### config.mk
export PLATFORM = sky130hd
export DESIGN_NAME = mem_wb_stage
export DESIGN_NICKNAME = d
export VERILOG_FILES = /design/src/rtl/mem_wb_stage.sv
export SDC_FILE = /design/constraint.sdc
export NUM_CORES = 1
export LEC_CHECK = 0
export CAP_MARGIN = 20
export CORE_ASPECT_RATIO = 0.8
export CORE_UTILIZATION = 35
export DETAILED_ROUTE_END_ITERATION = 10
export PLACE_DENSITY = 0.82
export SLEW_MARGIN = 20
export SYNTH_ARGS = -nofsm -noshare
export SYNTH_HDL_FRONTEND = slang
export SYNTH_SLANG_ARGS = --single-unit
export TNS_END_PERCENT = 5
### constraint.sdc
create_clock -name clk -period 1.1 [get_ports clk]
set_input_delay 0.22 -clock clk [delete_from_list [all_inputs] [get_ports clk]]
set_output_delay 0.22 -clock clk [all_outputs]
set_load 0.05 [all_outputs]
### src/rtl/mem_wb_stage.sv
`default_nettype none
// ============================================================================
//  Module      : mem_wb_stage
//  Description : Memory-access stage and MEM/WB pipeline register. Issues a
//                registered load/store request to data memory, freezes the
//                upstream pipeline until the access is acknowledged, formats
//                load data and captures the write-back fields.
//                Optional feature: define MEM_TIMEOUT_EN to abandon accesses
//                after 255 unacknowledged wait cycles and raise mem_err.
//  Revision    : 1.0 - initial release
// ============================================================================
module mem_wb_stage (
    input  logic        clk,
    input  logic        rst,
    input  logic        memtoreg_reg,
    input  logic        reg_write_reg,
    input  logic        mem_read_reg,
    input  logic        mem_write_reg,
    input  logic        halt_reg,
    input  logic        word_en_reg,
    input  logic        ld_en_reg,
    input  logic [15:0] alu_out_reg,
    input  logic [15:0] reg_out_reg,
    input  logic [2:0]  instr_rd_reg,
    output logic [15:0] dmem_addr,
    output logic [15:0] dmem_wdata,
    output logic        dmem_rd,
    output logic        dmem_wr,
    output logic        dmem_byte,
    input  logic [15:0] dmem_rdata,
    input  logic        dmem_ack,
    output logic        stall,
    output logic [15:0] wb_data,
    output logic [2:0]  wb_rd,
    output logic        wb_reg_write,
    output logic        wb_halt,
    output logic        mem_err
);

    typedef enum logic [0:0] {
        S_IDLE = 1'b0,
        S_WAIT = 1'b1
    } state_t;

    state_t      r_state;
    state_t      w_state_nxt;
    logic        w_mem_op;
    logic        w_timeout;
    logic [7:0]  w_byte;
    logic [15:0] w_load_data;

    assign w_mem_op = mem_read_reg | mem_write_reg;

`ifdef MEM_TIMEOUT_EN
    logic [7:0] r_to_cnt;
    logic       r_mem_err;

    // The counter value 255 in an unacknowledged wait cycle abandons the access.
    assign w_timeout = (r_state == S_WAIT) && !dmem_ack && (r_to_cnt == 8'hFF);

    // Wait-cycle counter (cleared when the access is issued) and sticky error flag.
    always_ff @(posedge clk) begin
        if (rst) begin
            r_to_cnt  <= 8'h00;
            r_mem_err <= 1'b0;
        end else begin
            if (r_state == S_IDLE && w_mem_op) begin
                r_to_cnt <= 8'h00;
            end else if (r_state == S_WAIT && !dmem_ack && !w_timeout) begin
                r_to_cnt <= r_to_cnt + 8'd1;
            end
            if (w_timeout) begin
                r_mem_err <= 1'b1;
            end
        end
    end

    assign mem_err = r_mem_err;
`else
    assign w_timeout = 1'b0;
    assign mem_err   = 1'b0;
`endif

    // Next-state logic and upstream freeze; ack is ignored while idle.
    always_comb begin
        w_state_nxt = r_state;
        stall       = 1'b0;
        case (r_state)
            S_IDLE: begin
                stall = w_mem_op;
                if (w_mem_op) begin
                    w_state_nxt = S_WAIT;
                end
            end
            S_WAIT: begin
                stall = !dmem_ack && !w_timeout;
                if (dmem_ack || w_timeout) begin
                    w_state_nxt = S_IDLE;
                end
            end
            default: begin
                w_state_nxt = S_IDLE;
            end
        endcase
    end

    // State register.
    always_ff @(posedge clk) begin
        if (rst) begin
            r_state <= S_IDLE;
        end else begin
            r_state <= w_state_nxt;
        end
    end

    // Memory request register: loaded when an access is issued, strobes
    // dropped on completion; a simultaneous read and write keeps only the write.
    always_ff @(posedge clk) begin
        if (rst) begin
            dmem_addr  <= 16'h0000;
            dmem_wdata <= 16'h0000;
            dmem_rd    <= 1'b0;
            dmem_wr    <= 1'b0;
            dmem_byte  <= 1'b0;
        end else if (r_state == S_IDLE && w_mem_op) begin
            dmem_addr  <= alu_out_reg;
            dmem_wdata <= word_en_reg ? reg_out_reg : {2{reg_out_reg[7:0]}};
            dmem_rd    <= mem_read_reg & ~mem_write_reg;
            dmem_wr    <= mem_write_reg;
            dmem_byte  <= ~word_en_reg;
        end else if (r_state == S_WAIT && (dmem_ack || w_timeout)) begin
            dmem_rd    <= 1'b0;
            dmem_wr    <= 1'b0;
        end
    end

    // Load formatting: odd addresses select the upper byte lane.
    always_comb begin
        w_byte      = alu_out_reg[0] ? dmem_rdata[15:8] : dmem_rdata[7:0];
        w_load_data = dmem_rdata;
        if (!word_en_reg) begin
            w_load_data = ld_en_reg ? {{8{w_byte[7]}}, w_byte} : {8'h00, w_byte};
        end
    end

    // MEM/WB register: capture when the stage advances, otherwise insert a bubble.
    always_ff @(posedge clk) begin
        if (rst) begin
            wb_data      <= 16'h0000;
            wb_rd        <= 3'd0;
            wb_reg_write <= 1'b0;
            wb_halt      <= 1'b0;
        end else if (stall || w_timeout) begin
            wb_reg_write <= 1'b0;
            wb_halt      <= 1'b0;
        end else begin
            wb_data      <= memtoreg_reg ? w_load_data : alu_out_reg;
            wb_rd        <= instr_rd_reg;
            wb_reg_write <= reg_write_reg;
            wb_halt      <= halt_reg;
        end
    end

endmodule
`default_nettype wire

==> results of run 1 <==
worst max-delay path, cell delays in order:
cell	delay, ns
clkdlybuf4s50_1	0.51
nand2b_4	0.15
buf_4	0.11
nand2_4	0.05
buf_8	0.14
area by class of cell:
class,instances,area [um2]
clock inverters,3,17.5
well taps,84,105
fillers,454,1710
multi-input cells,188,1230
flip-flops and latches,57,1210
repair buffers,147,2080
inverters,8,30.0
clock buffers,11,151
cell usage after synthesis (2+ instances only):
| cell | number | share of area |
|---|---|---|
| o21ai_0 | 2 | 0.0041 |
| a211oi_1 | 9 | 0.028 |
| nand2_1 | 57 | 0.088 |
| nand3b_1 | 7 | 0.022 |
| a32o_1 | 15 | 0.062 |
| nor2_1 | 12 | 0.019 |
| or2_2 | 15 | 0.039 |
| buf_2 | 10 | 0.021 |
| a22o_1 | 4 | 0.014 |
| a21oi_1 | 29 | 0.060 |
| nand2b_1 | 4 | 0.010 |
| dfxtp_1 | 57 | 0.47 |
| and2_1 | 2 | 0.0051 |
| nor2b_1 | 2 | 0.0051 |
| inv_1 | 8 | 0.012 |
| buf_6 | 3 | 0.014 |
| mux2i_1 | 9 | 0.037 |
| o211ai_1 | 14 | 0.043 |
| clkbuf_1 | 11 | 0.017 |
power by group through the flow:
| stage | registers (mW) | logic, mW | clock network (mW) |
|---|---|---|---|
| after floorplan | 2.96 | 0.498 | 0 |
| after global placement | 2.47 | 2.19 | 0 |
| after detailed placement | 2.48 | 2.23 | 0 |
| after CTS | 2.46 | 2.28 | 1.75 |
| after global routing | 2.49 | 2.48 | 1.85 |
| final | 2.47 | 2.38 | 1.70 |
layer usage:
metal / global-route usage / vias up
met5: 0 / -
met2: 0.390 / 113
li1: - / 1233
met3: 0.0918 / 13
met4: 0.0697 / 0
met1: 0.248 / 1260
state kept, by name, summed over array words and instances (netlist names):
name          flops
dmem_addr        16
dmem_wdata       16
wb_data          16
wb_rd             3
dmem_byte         1
dmem_rd           1
dmem_wr           1
r_state           1
wb_halt           1
wb_reg_write      1
logic make-up (layout without fill, tap and decap cells):
logic type	after synthesis	count (layout)	share of synthesized area
flip-flops	57	57	0.470
multiplexers	9	9	0.0371
AND/OR/NAND/NOR	101	101	0.198
AO/OA/AOI/OAI	77	77	0.227
buffers and inverters	33	169	0.0669
other	1	1	0.00154
per-stage QoR:
step	TNS (ns)	std cells	worst slack [ns]	area [um2]	utilization
2_1_floorplan	-0.839	278	-0.0369	2450	-
3_3_place_gp	-21.60	478	-0.495	4410	0.674
3_5_place_dp	-23.99	478	-0.530	4410	0.674
4_1_cts	-9.15	496	-0.315	4690	0.718
5_1_grt	-14.39	498	-0.335	4830	0.739
6_report	-11.41	498	-0.299	4830	0.739
worst paths after layout:
check,from,to,cells past startpoint
worst max register to register,r_state,wb_data[3],5
worst min-delay path,mem_read_reg,dmem_rd,4
worst max-delay path,dmem_ack,stall,5
worst min register to register,dmem_addr[11],dmem_addr[11],2
what timing repair did:
action / 4_1_cts / 5_1_grt
buffers inserted: 4 / 0
gates cloned: 0 / 2
pin swaps: 11 / 0
gates resized for setup: 48 / 35
setup endpoints to repair: 90 / 77
==> reports/results.ini, run 1 <==
[clocking]
htreeDepth = 3
clkTransAtPathRegs_ns = 0.06
cts_buffers = 9
cts-root-buf = clkbuf_8
clock_latency_ns = 0.33
cts_tree = built
hold_buffers = 0
clkSinkCount = 57
clockBufferDepth = 2

[yosys]
synth_nets = 339
synthCells = 278
yosys_warnings = 0
syn_avg_cell_area_um2 = 8.74
async_flop_share = 0
seq_area_frac_synth = 0.470
synth_ff_type = dfxtp_1
synth_edf_count = 0
netlist_area_um2 = 2430
synthDistinctLibCells = 27
ys_ff_latch = 57

[power]
power.leakage_nw = 1.93
comb_power_share = 0.363
switching_share = 0.328
ir_worst_vdd_uv = 735
total_power_mw = 6.55
clock_power_share = 0.260
p_per_area_nw_per_um2 = 1360
seqPwrFrac = 0.377
p_int_mw = 4.40
switchingPower_mw = 2.15

[routing]
wl_um = 8270
vias = 2619
drc = 0
viasPerCell = 5.26
wl_per_cell_um = 16.6
drt-met1-wl_um = 3250
drtIter0Drc = 105
top_layer = met4
drtAntennaViolNets = 0
first_pass_iters = 4
wl_met3_um = 642
wl_met2_um = 4280

[die]
rows = 26
core_um2 = 6540
die_y_um = 76.5
start_util = 0.372
fp.dieArea_um2 = 7280
die_w_um = 95.2
pin_count = 119

[layout]
final_common_cell = buf_12
syn_to_final_growth_pct = 98.8
final_cell_mix = buf_12, clkdlybuf4s50_1, nand2_1
antenna-diode-count = 0
final_net_count = 472
drive_above_1_share = 0.473

[setup_path]
critPathLaunchType = input pin
crit_required_ns = 0.88
arrival_ns = 1.18
rrSetupSlack_ns = -0.28
path_class = input pin to output pin
crit_path_end_kind = output pin
crit_fanout = 2

[global_routing]
grt_pass1_vias = 2532
grt_overflow = 0
grt_pass1_wl_um = 12400
grt_use_total = 0.225
grt_start_max_net_pins = 36
antenna_found_initial = 0

[sta]
fin_crit_ns = 1.40
rsz0062_at_grt = yes
setup_ws_ns = -0.299
setup-violations-final = 57
hold_ws_ns = 0.366
hold_viol_final = 0
skew_ns = 0.00792
slew_violations = 0
fin_crit_sh = 1.27
max_freq_mhz = 715

[run_status]
status = finished with violations
violations = setup timing

[worst_hold_path]
min_path_type = input pin to flip-flop

[place]
io_buffers = 117
place_congestion = 0.792
dp_hpwl_um = 5850

[flow_run]
cap_violations = 0

Power figures use the tool's default switching activity.
==> run 2: changes to the inputs <==
- CORE_UTILIZATION: 35 -> 38
- CTS_BUF_LIST: not set -> sky130_fd_sc_hd__clkbuf_8
- PLACE_DENSITY: 0.82 -> 0.87
==> run 2 against run 1 <==
Effect of this change: register-to-register slack better by 0.06 ns; cell count is 0.80% higher; flip-flop and latch count stayed put; non-clock buffer count is 6 higher; worst hold slack worse by 0.00084 ns; critical path depth stayed put; sequential share of layout area is 0.53 points lower; the run still ends with setup timing left; highest routed layer unchanged; first-iteration DRC count is 12% higher.
==> reports/results.ini, run 2 (same netlist as run 1, synthesis figures left out) <==
[sta]
setup-violations-final = 57  ; unchanged
fin_crit_sh = 1.28  ; was 1.27
rsz0062_at_grt = yes  ; unchanged
fin_crit_ns = 1.40  ; about the same
hold_viol_final = 0  ; unchanged
skew_ns = 0.00807  ; was 0.00792 ns
hold_ws_ns = 0.365  ; was 0.366 ns
max_freq_mhz = 712  ; was 715 MHz
setup_ws_ns = -0.304  ; was -0.299 ns
slew_violations = 0  ; unchanged

[global_routing]
grt_overflow = 0  ; unchanged
grt_pass1_vias = 2613  ; was 2,532
grt_start_max_net_pins = 34  ; was 36
grt_pass1_wl_um = 12700  ; was 12,400 um
grt_use_total = 0.249  ; was 0.225
antenna_found_initial = 0  ; unchanged

[setup_path]
arrival_ns = 1.18  ; about the same
critPathLaunchType = input pin  ; unchanged
cpLargestDelayFamily = buffers and inverters  ; unchanged
crit_start = dmem_ack  ; unchanged
crit_fanout = 2  ; unchanged
path_buf_inv = 3  ; unchanged
cp-endpoint = stall  ; unchanged
crit_path_end_kind = output pin  ; unchanged
r2r_start = r_state  ; unchanged
worst_r2r_endpoint = wb_data[2]  ; was wb_data[3]
max_stage_delay_ns = 0.51  ; about the same
r2r_cells = 6  ; was 5
worst_path_max_delay_cell = clkdlybuf4s50_1  ; unchanged
crit_chain = clkdlybuf4s50_1, nand2b_4, buf_4, nand2_4, buf_8  ; unchanged
rrSetupSlack_ns = -0.22  ; was -0.28 ns
path_class = input pin to output pin  ; unchanged
crit_required_ns = 0.88  ; about the same
crit_cells = 5  ; unchanged

[layout]
regArea_um2 = 1210  ; unchanged
final_net_count = 478  ; was 472
antenna-diode-count = 0  ; unchanged
final_core_util = 0.818  ; was 0.739
reg_top3 = dmem_addr x16, dmem_wdata x16, wb_data x16  ; unchanged
syn_to_final_growth_pct = 103  ; was 98.8%
design_area_um2 = 4940  ; was 4830 um2
drive_above_1_share = 0.470  ; was 0.473
fillers = 340  ; was 454
multi_input_area_um2 = 1240  ; was 1230 um2
final_cell_mix = buf_12, clkdlybuf4s50_1, nand2_1  ; unchanged
final_common_cell = buf_12  ; unchanged

[flow_run]
cap_violations = 0  ; unchanged

[place]
place_area_um2 = 4410  ; about the same
io_buffers = 117  ; unchanged
dp_hpwl_um = 5810  ; was 5850 um
place_congestion = 0.897  ; was 0.792

[routing]
vias = 2650  ; was 2,619
wl_per_cell_um = 17.1  ; was 16.6 um
first_pass_iters = 4  ; unchanged
drtIter0Drc = 118  ; was 105
wl_um = 8610  ; was 8270 um
drc = 0  ; unchanged
drtAntennaViolNets = 0  ; unchanged
viasPerCell = 5.28  ; was 5.26

[power]
p_per_area_nw_per_um2 = 1380  ; was 1360 nW/um2
power.leakage_nw = 1.98  ; was 1.93 nW
total_power_mw = 6.80  ; was 6.55 mW
clock_power_share = 0.274  ; was 0.260
comb_power_share = 0.362  ; was 0.363
switching_share = 0.329  ; was 0.328
switchingPower_mw = 2.24  ; was 2.15 mW
p_int_mw = 4.56  ; was 4.40 mW
seqPwrFrac = 0.364  ; was 0.377
ir_worst_vdd_uv = 805  ; was 735 uV

[die]
start_util = 0.402  ; was 0.372
core_um2 = 6040  ; was 6540 um2
rows = 25  ; was 26
fp.dieArea_um2 = 6720  ; was 7280 um2
pin_count = 119  ; unchanged
die_w_um = 91.4  ; was 95.2 um
die_y_um = 73.5  ; was 76.5 um

[run_status]
violations = setup timing  ; unchanged
status = finished with violations  ; unchanged

[clocking]
cts-root-buf = clkbuf_8  ; unchanged
clkTransAtPathRegs_ns = 0.06  ; about the same
clock_latency_ns = 0.33  ; about the same
clkSinkCount = 57  ; unchanged
htreeDepth = 3  ; unchanged
cts_tree = built  ; unchanged
clockBufferDepth = 2  ; unchanged
hold_buffers = 0  ; unchanged
cts_buffers = 9  ; unchanged

[worst_hold_path]
min_path_type = input pin to flip-flop  ; unchanged

==> run 2: cell count changes in the layout (fill, tap and decap cells not counted), moves of 3 or more <==
cell / delta
dlygate4sd2_1: +3
a211oi_1: -3
buf_16: +3
a21oi_1: +5
dfxtp_2: -3
a211oi_2: +3
a21oi_2: -6
==> run 2: final cells by class <==
cell class | count | share of cell area
clock inverter | 6 | 0.0124
sequential | 57 | 0.245
timing repair buffer | 153 | 0.439
multi-input combinational | 188 | 0.252
clock buffer | 9 | 0.0251
inverter | 8 | 0.00608
tap | 81 | 0.0205
==> run 2: worst min-delay path, delay by kind of cell <==
kind	cells	cell delay (ns)
simple gates	1	0.08
buf+inv	1	0.30
compound gates	1	0.05
==> run 2: worst min-delay path by stage <==
stage / from / end / cells after the start
4_1_cts: mem_read_reg / dmem_rd / 3
3_5_place_dp: dmem_addr[14] / dmem_addr[14] / 2
3_3_place_gp: dmem_addr[10] / dmem_addr[10] / 2
6_report: mem_read_reg / dmem_rd / 3
5_1_grt: mem_read_reg / dmem_rd / 3
2_1_floorplan: halt_reg / wb_halt / 1
==> run 2: layer usage <==
metal	up-vias	GRT usage	routed length, um
li1	1249	-	-
met3	7	0.0714	517
met4	0	0.0776	87
met1	1287	0.290	3520
met5	-	0	0
met2	107	0.445	4480
==> run 2: metrics by stage <==
stage | cells | worst slack, ns | TNS, ns
6_report | 502 | -0.304 | -7.24
5_1_grt | 502 | -0.333 | -9.46
4_1_cts | 500 | -0.299 | -5.10
3_5_place_dp | 478 | -0.553 | -24.93
3_3_place_gp | 478 | -0.501 | -22.77
2_1_floorplan | 278 | -0.0369 | -0.839
==> run 2: repair_timing <==
item | CTS | global route
gates cloned | 3 | 0
gates resized for setup | 40 | 52
setup buffers | 4 | 2
pin swaps | 8 | 11
endpoints found under the setup margin | 81 | 95
==> run 2: power by group through the flow <==
stage / Clock [mW] / Sequential [mW] / Combinational (mW)
floorplan: 0 / 2.96 / 0.498
global placement: 0 / 2.47 / 2.18
detailed placement: 0 / 2.48 / 2.22
CTS: 1.89 / 2.44 / 2.38
global route: 2.00 / 2.50 / 2.56
finish: 1.86 / 2.48 / 2.46
==> run 3: changes to the inputs <==
- GPL_ROUTABILITY_DRIVEN: not set -> 0
- RECOVER_POWER: not set -> 50
==> run 3 against run 2 <==
Effect of this change: the flow still finishes with violations (setup timing); power is 1.4% lower; non-clock buffer count stayed put; wire length is 0.60% higher; die area did not move; fmax about the same; clock power about the same; clock-buffer cell count is the same; global-route usage is the same; cell area down 2.2%; via count shrank 0.79%; highest routed layer unchanged.
==> reports/results.ini, run 3 (same netlist as run 1, synthesis figures left out) <==
[run_status]
status = finished with violations  ; unchanged
violations = setup timing  ; unchanged

[setup_path]
worst_r2r_endpoint = wb_data[2]  ; unchanged
max_stage_delay_ns = 0.51  ; about the same
critPathLaunchType = input pin  ; unchanged
r2r_start = r_state  ; unchanged
cp-endpoint = stall  ; unchanged
crit_fanout = 2  ; unchanged
rrSetupSlack_ns = -0.22  ; about the same
path_class = input pin to output pin  ; unchanged
r2r_cells = 6  ; unchanged
arrival_ns = 1.18  ; about the same
worst_path_max_delay_cell = clkdlybuf4s50_1  ; unchanged
crit_required_ns = 0.88  ; about the same
crit_path_end_kind = output pin  ; unchanged
crit_start = dmem_ack  ; unchanged
crit_chain = clkdlybuf4s50_1, nand2b_4, buf_4, nand2_4, buf_8  ; unchanged

[global_routing]
grt_use_total = 0.249  ; unchanged
grt_overflow = 0  ; unchanged
use_met1 = 0.290  ; unchanged
gr-max-usage-layer = met2  ; unchanged
grt_pass1_vias = 2613  ; unchanged
grt_use_met3 = 0.0714  ; unchanged
antenna_found_initial = 0  ; unchanged
grt_use_met2 = 0.445  ; unchanged
grt_pass1_wl_um = 12700  ; unchanged
grt_start_max_net_pins = 34  ; unchanged

[power]
comb_power_share = 0.355  ; was 0.362
p_int_mw = 4.48  ; was 4.56 mW
total_power_mw = 6.70  ; was 6.80 mW
clock_power_share = 0.279  ; was 0.274
seqPwrFrac = 0.366  ; was 0.364
p_per_area_nw_per_um2 = 1390  ; was 1380 nW/um2
switchingPower_mw = 2.22  ; was 2.24 mW
switching_share = 0.331  ; was 0.329
power.leakage_nw = 1.95  ; was 1.98 nW
ir_worst_vdd_uv = 802  ; was 805 uV

[clocking]
hold_buffers = 0  ; unchanged
clkSinkCount = 57  ; unchanged
cts_tree = built  ; unchanged
clock_latency_ns = 0.34  ; was 0.33 ns
clkTransAtPathRegs_ns = 0.06  ; about the same
clockBufferDepth = 2  ; unchanged
htreeDepth = 3  ; unchanged
cts_buffers = 9  ; unchanged
cts-root-buf = clkbuf_8  ; unchanged

[layout]
final_common_cell = clkdlybuf4s50_1  ; was buf_12
multi_input_area_um2 = 1240  ; unchanged
final_core_util = 0.800  ; was 0.818
regArea_um2 = 1210  ; unchanged
drive_above_1_share = 0.470  ; unchanged
final_net_count = 478  ; unchanged
syn_to_final_growth_pct = 98.7  ; was 103%
fin_cells = 502  ; unchanged
final_cell_mix = clkdlybuf4s50_1, nand2_1, dfxtp_2  ; was buf_12, clkdlybuf4s50_1, nand2_1
fillers = 367  ; was 340
antenna-diode-count = 0  ; unchanged
reg_top3 = dmem_addr x16, dmem_wdata x16, wb_data x16  ; unchanged
design_area_um2 = 4830  ; was 4940 um2

[sta]
setup-violations-final = 57  ; unchanged
slew_violations = 0  ; unchanged
rsz0062_at_grt = yes  ; unchanged
hold_ws_ns = 0.363  ; was 0.365 ns
tns_ns = -7.22  ; was -7.24 ns
fin_crit_ns = 1.40  ; about the same
skew_ns = 0.00881  ; was 0.00807 ns
hold_viol_final = 0  ; unchanged
max_freq_mhz = 712  ; about the same
fin_crit_sh = 1.28  ; about the same
setup_ws_ns = -0.304  ; about the same

[place]
dpl_worst_slack_ns = -0.553  ; unchanged
dp_hpwl_um = 5810  ; unchanged
place_area_um2 = 4410  ; unchanged
dp.cells = 478  ; unchanged
io_buffers = 117  ; unchanged

[die]
start_util = 0.402  ; unchanged
fp.dieArea_um2 = 6720  ; unchanged
pin_count = 119  ; unchanged
die_y_um = 73.5  ; unchanged
die_w_um = 91.4  ; unchanged
rows = 25  ; unchanged
core_um2 = 6040  ; unchanged

[worst_hold_path]
min_path_type = input pin to flip-flop  ; unchanged

[flow_run]
cap_violations = 0  ; unchanged

[routing]
drc = 0  ; unchanged
first_pass_iters = 4  ; unchanged
wl_per_cell_um = 17.3  ; was 17.1 um
vias = 2629  ; was 2,650
viasPerCell = 5.24  ; was 5.28
drtAntennaViolNets = 0  ; unchanged
wl_um = 8660  ; was 8610 um
drtIter0Drc = 121  ; was 118

-- run 3: how the worst min path moves through the flow --
stage / startpoint / endpoint / cells past startpoint
floorplan: halt_reg / wb_halt / 1
global placement: dmem_addr[10] / dmem_addr[10] / 2
detailed placement: dmem_addr[14] / dmem_addr[14] / 2
CTS: mem_read_reg / dmem_rd / 3
global route: mem_read_reg / dmem_rd / 3
finish: mem_read_reg / dmem_rd / 3
-- run 3: critical path, delay by kind of cell --
kind | cells | cell delay [ns]
buf+inv | 3 | 0.76
simple gates | 2 | 0.20
-- run 3: cell type report --
type / count / area share
Sequential cell: 57 / 0.251
Clock inverter: 6 / 0.0127
Multi-Input combinational cell: 188 / 0.258
Timing Repair Buffer: 153 / 0.426
Clock buffer: 9 / 0.0257
Tap cell: 81 / 0.0210
Inverter: 8 / 0.00622
-- run 3: routing by layer --
| layer | vias to the layer above | wire [um] |
|---|---|---|
| li1 | 1248 | - |
| met1 | 1282 | 3630 |
| met2 | 92 | 4480 |
| met3 | 7 | 464 |
| met4 | 0 | 87 |
| met5 | - | 0 |
-- run 3: what timing repair did --
item,CTS,global route
gates cloned,3,0
buffers inserted,4,2
pin swaps,8,11
endpoints found under the setup margin,81,95
gates resized for setup,40,52
-- run 3: power by group through the flow --
stage	registers [mW]	clock network (mW)	logic, mW
3_3_place_gp	2.47	0	2.18
4_1_cts	2.44	1.89	2.38
5_1_grt	2.47	2.00	2.48
6_report	2.46	1.87	2.38
3_5_place_dp	2.48	0	2.22
2_1_floorplan	2.96	0	0.498
==> variant, RTL diff (flow settings as in run 1) <==
The option `MEM_TIMEOUT_EN` is turned on by a define.
--- a/src/rtl/mem_wb_stage.sv
+++ b/src/rtl/mem_wb_stage.sv
@@ -11,2 +11,4 @@
 // ============================================================================
+`define MEM_TIMEOUT_EN
+
 module mem_wb_stage (
Behaviour: no difference found for any inputs over 10 cycles, from zero or initial values and one cycle with rst high; that may be too few to reach the edited logic, so the function may still have changed.
==> variant against run 1 <==
Core utilization decreased by 4.6 points. Fmax decreased by 18%. Area after synthesis increased by 20%. Worst setup slack got worse by 0.30 ns. Sequential cell count increased by 9. Largest power group unchanged. Power increased by 13%. Design area increased by 15%. Highest routed layer unchanged. Routed wire length increased by 19%. The run still ends with negative setup slack left.
==> variant: results (changes against run 1) <==
metric	value	unit	change
grtUsageMet1	25.99	%	was 24.75%
path_clk_slew	0.08	ns	was 0.06 ns
grt_use_met2	41.52	%	was 39.00%
gp_congestion	0.8256		was 0.7924
met1Wirelength	4120	µm	was 3245 µm
skew	0.01241	ns	was 0.007919 ns
drc	0		unchanged
yosysWarnings	0		unchanged
grt_max_degree	33		was 36
cts_max_level	3		unchanged
synthAdderAreaFrac	0.4283	%	was 0%
synth_area_leaders	dfxtp_1 (45%), nand2_1 (7.7%), a32o_1 (5.5%)		was dfxtp_1 (47%), nand2_1 (8.8%), a32o_1 (6.2%)
synth_common_cells	dfxtp_1 (66), nand2_1 (60), a21oi_1 (30), clkbuf_1 (20), a32o_1 (16)		was dfxtp_1 (57), nand2_1 (57), a21oi_1 (29), a32o_1 (15), or2_2 (15)
grt_pass1_vias	3192		was 2532
nNetsFinal	546		was 472
cts_buffer_depth	2		unchanged
finish.utilization	69.29	%	was 73.88%
dr_wl_met3	603	µm	was 642 µm
cts_resized	86		was 48
finalWorstSetupSlack	-0.5979	ns	was -0.2992 ns
route.met2.wl	4870	µm	was 4281 µm
tns	-8.773	ns	was -11.41 ns
grt_util_met3	7.728	%	was 9.182%
synth.distinct_cells	41		was 27
dp.final_hpwl	7194	µm	was 5851 µm
synth-seq-area-share	45.22	%	was 46.96%
leakage	2.194	nW	was 1.934 nW
synth_nets	401		was 339
vias_per_cell	5.189		was 5.259
grt_pass1_wl	15990	µm	was 12440 µm
cts_made_buffers	9		unchanged
detail_route.iter0.violations	152		was 105
port_buffers	118		was 117
status	finished with violations		unchanged
hold_path_class	input port to flop		unchanged
synth_compound_gate_area_share	22.83	%	was 22.71%
final_layout_size_suffix_gt1_share	45.19	%	was 47.34%
grt_usage	23.49	%	was 22.54%
clk-insertion-delay-late	0.34	ns	
top_layer	met4		unchanged
wl_per_cell	16.51	µm	was 16.61 µm
maxSlewHeadroom	56.35	%	
yosys-mux-area-fraction	4.111	%	was 3.708%
fill_cells	600		was 454
violations	negative setup slack		unchanged
setup_viol	61		was 57
peakVddDrop	0.7550	mV	was 0.7354 mV
placed_area	0.005057	mm²	was 0.004408 mm²
preCtsSetupSlack	-0.8566	ns	was -0.5298 ns
## variant: cell types whose count changed in the layout (fill, tap and decap cells not counted), sizes merged, moves of 4 or more
cell | before | now
a31oi | 0 | 4
inv | 8 | 13
nand3 | 0 | 8
buf | 85 | 103
dfxtp | 57 | 66
nor3 | 1 | 5
clkbuf | 13 | 9
a22o | 4 | 0
o21ai | 2 | 8
## variant: where the power goes
part           switching (W)  internal (W)
Combinational        0.00113       0.00115
Sequential          0.000190       0.00258
Clock                0.00103       0.00130
## variant: stage by stage
stage | cells | total power, W
floorplan | 339 | 0.003747
global placement | 579 | 0.004944
detailed placement | 579 | 0.004996
CTS | 599 | 0.007394
global route | 597 | 0.007662
finish | 597 | 0.007373
## variant: layout make-up
| cell class | count | area share [%] |
|---|---|---|
| timing repair buffer | 162 | 39.00 |
| multi-input combinational | 234 | 28.28 |
| sequential | 66 | 25.51 |
| tap | 108 | 2.432 |
| clock buffer | 9 | 2.229 |
| clock inverter | 7 | 1.801 |
| inverter | 11 | 0.7431 |
## variant: critical path: stages (launching register included)
cell     delay [ns]
dfxtp_2        0.36
ha_4           0.14
nand4_1        0.14
o21ai_2        0.24
nand2_2        0.10
buf_8          0.16
## variant: cells by family after synthesis
family                     count (synthesis)
and+or+nand+nor                          127
buffers and inverters                     39
DFF                                       66
AOI/OAI and AO/OA                         94
muxes                                     12
adders and majority gates                  1
## variant: final timing paths
| check | startpoint | endpoint | slack (ns) | depth (start not counted) |
|---|---|---|---|---|
| worst max-delay path | r_to_cnt[0] | stall | -0.60 | 5 |
| worst min-delay path | rst | wb_data[11] | 0.36 | 3 |
| worst max register to register | r_state | wb_data[1] | -0.30 | 5 |
| worst min register to register | dmem_addr[0] | dmem_addr[0] | 0.48 | 2 |
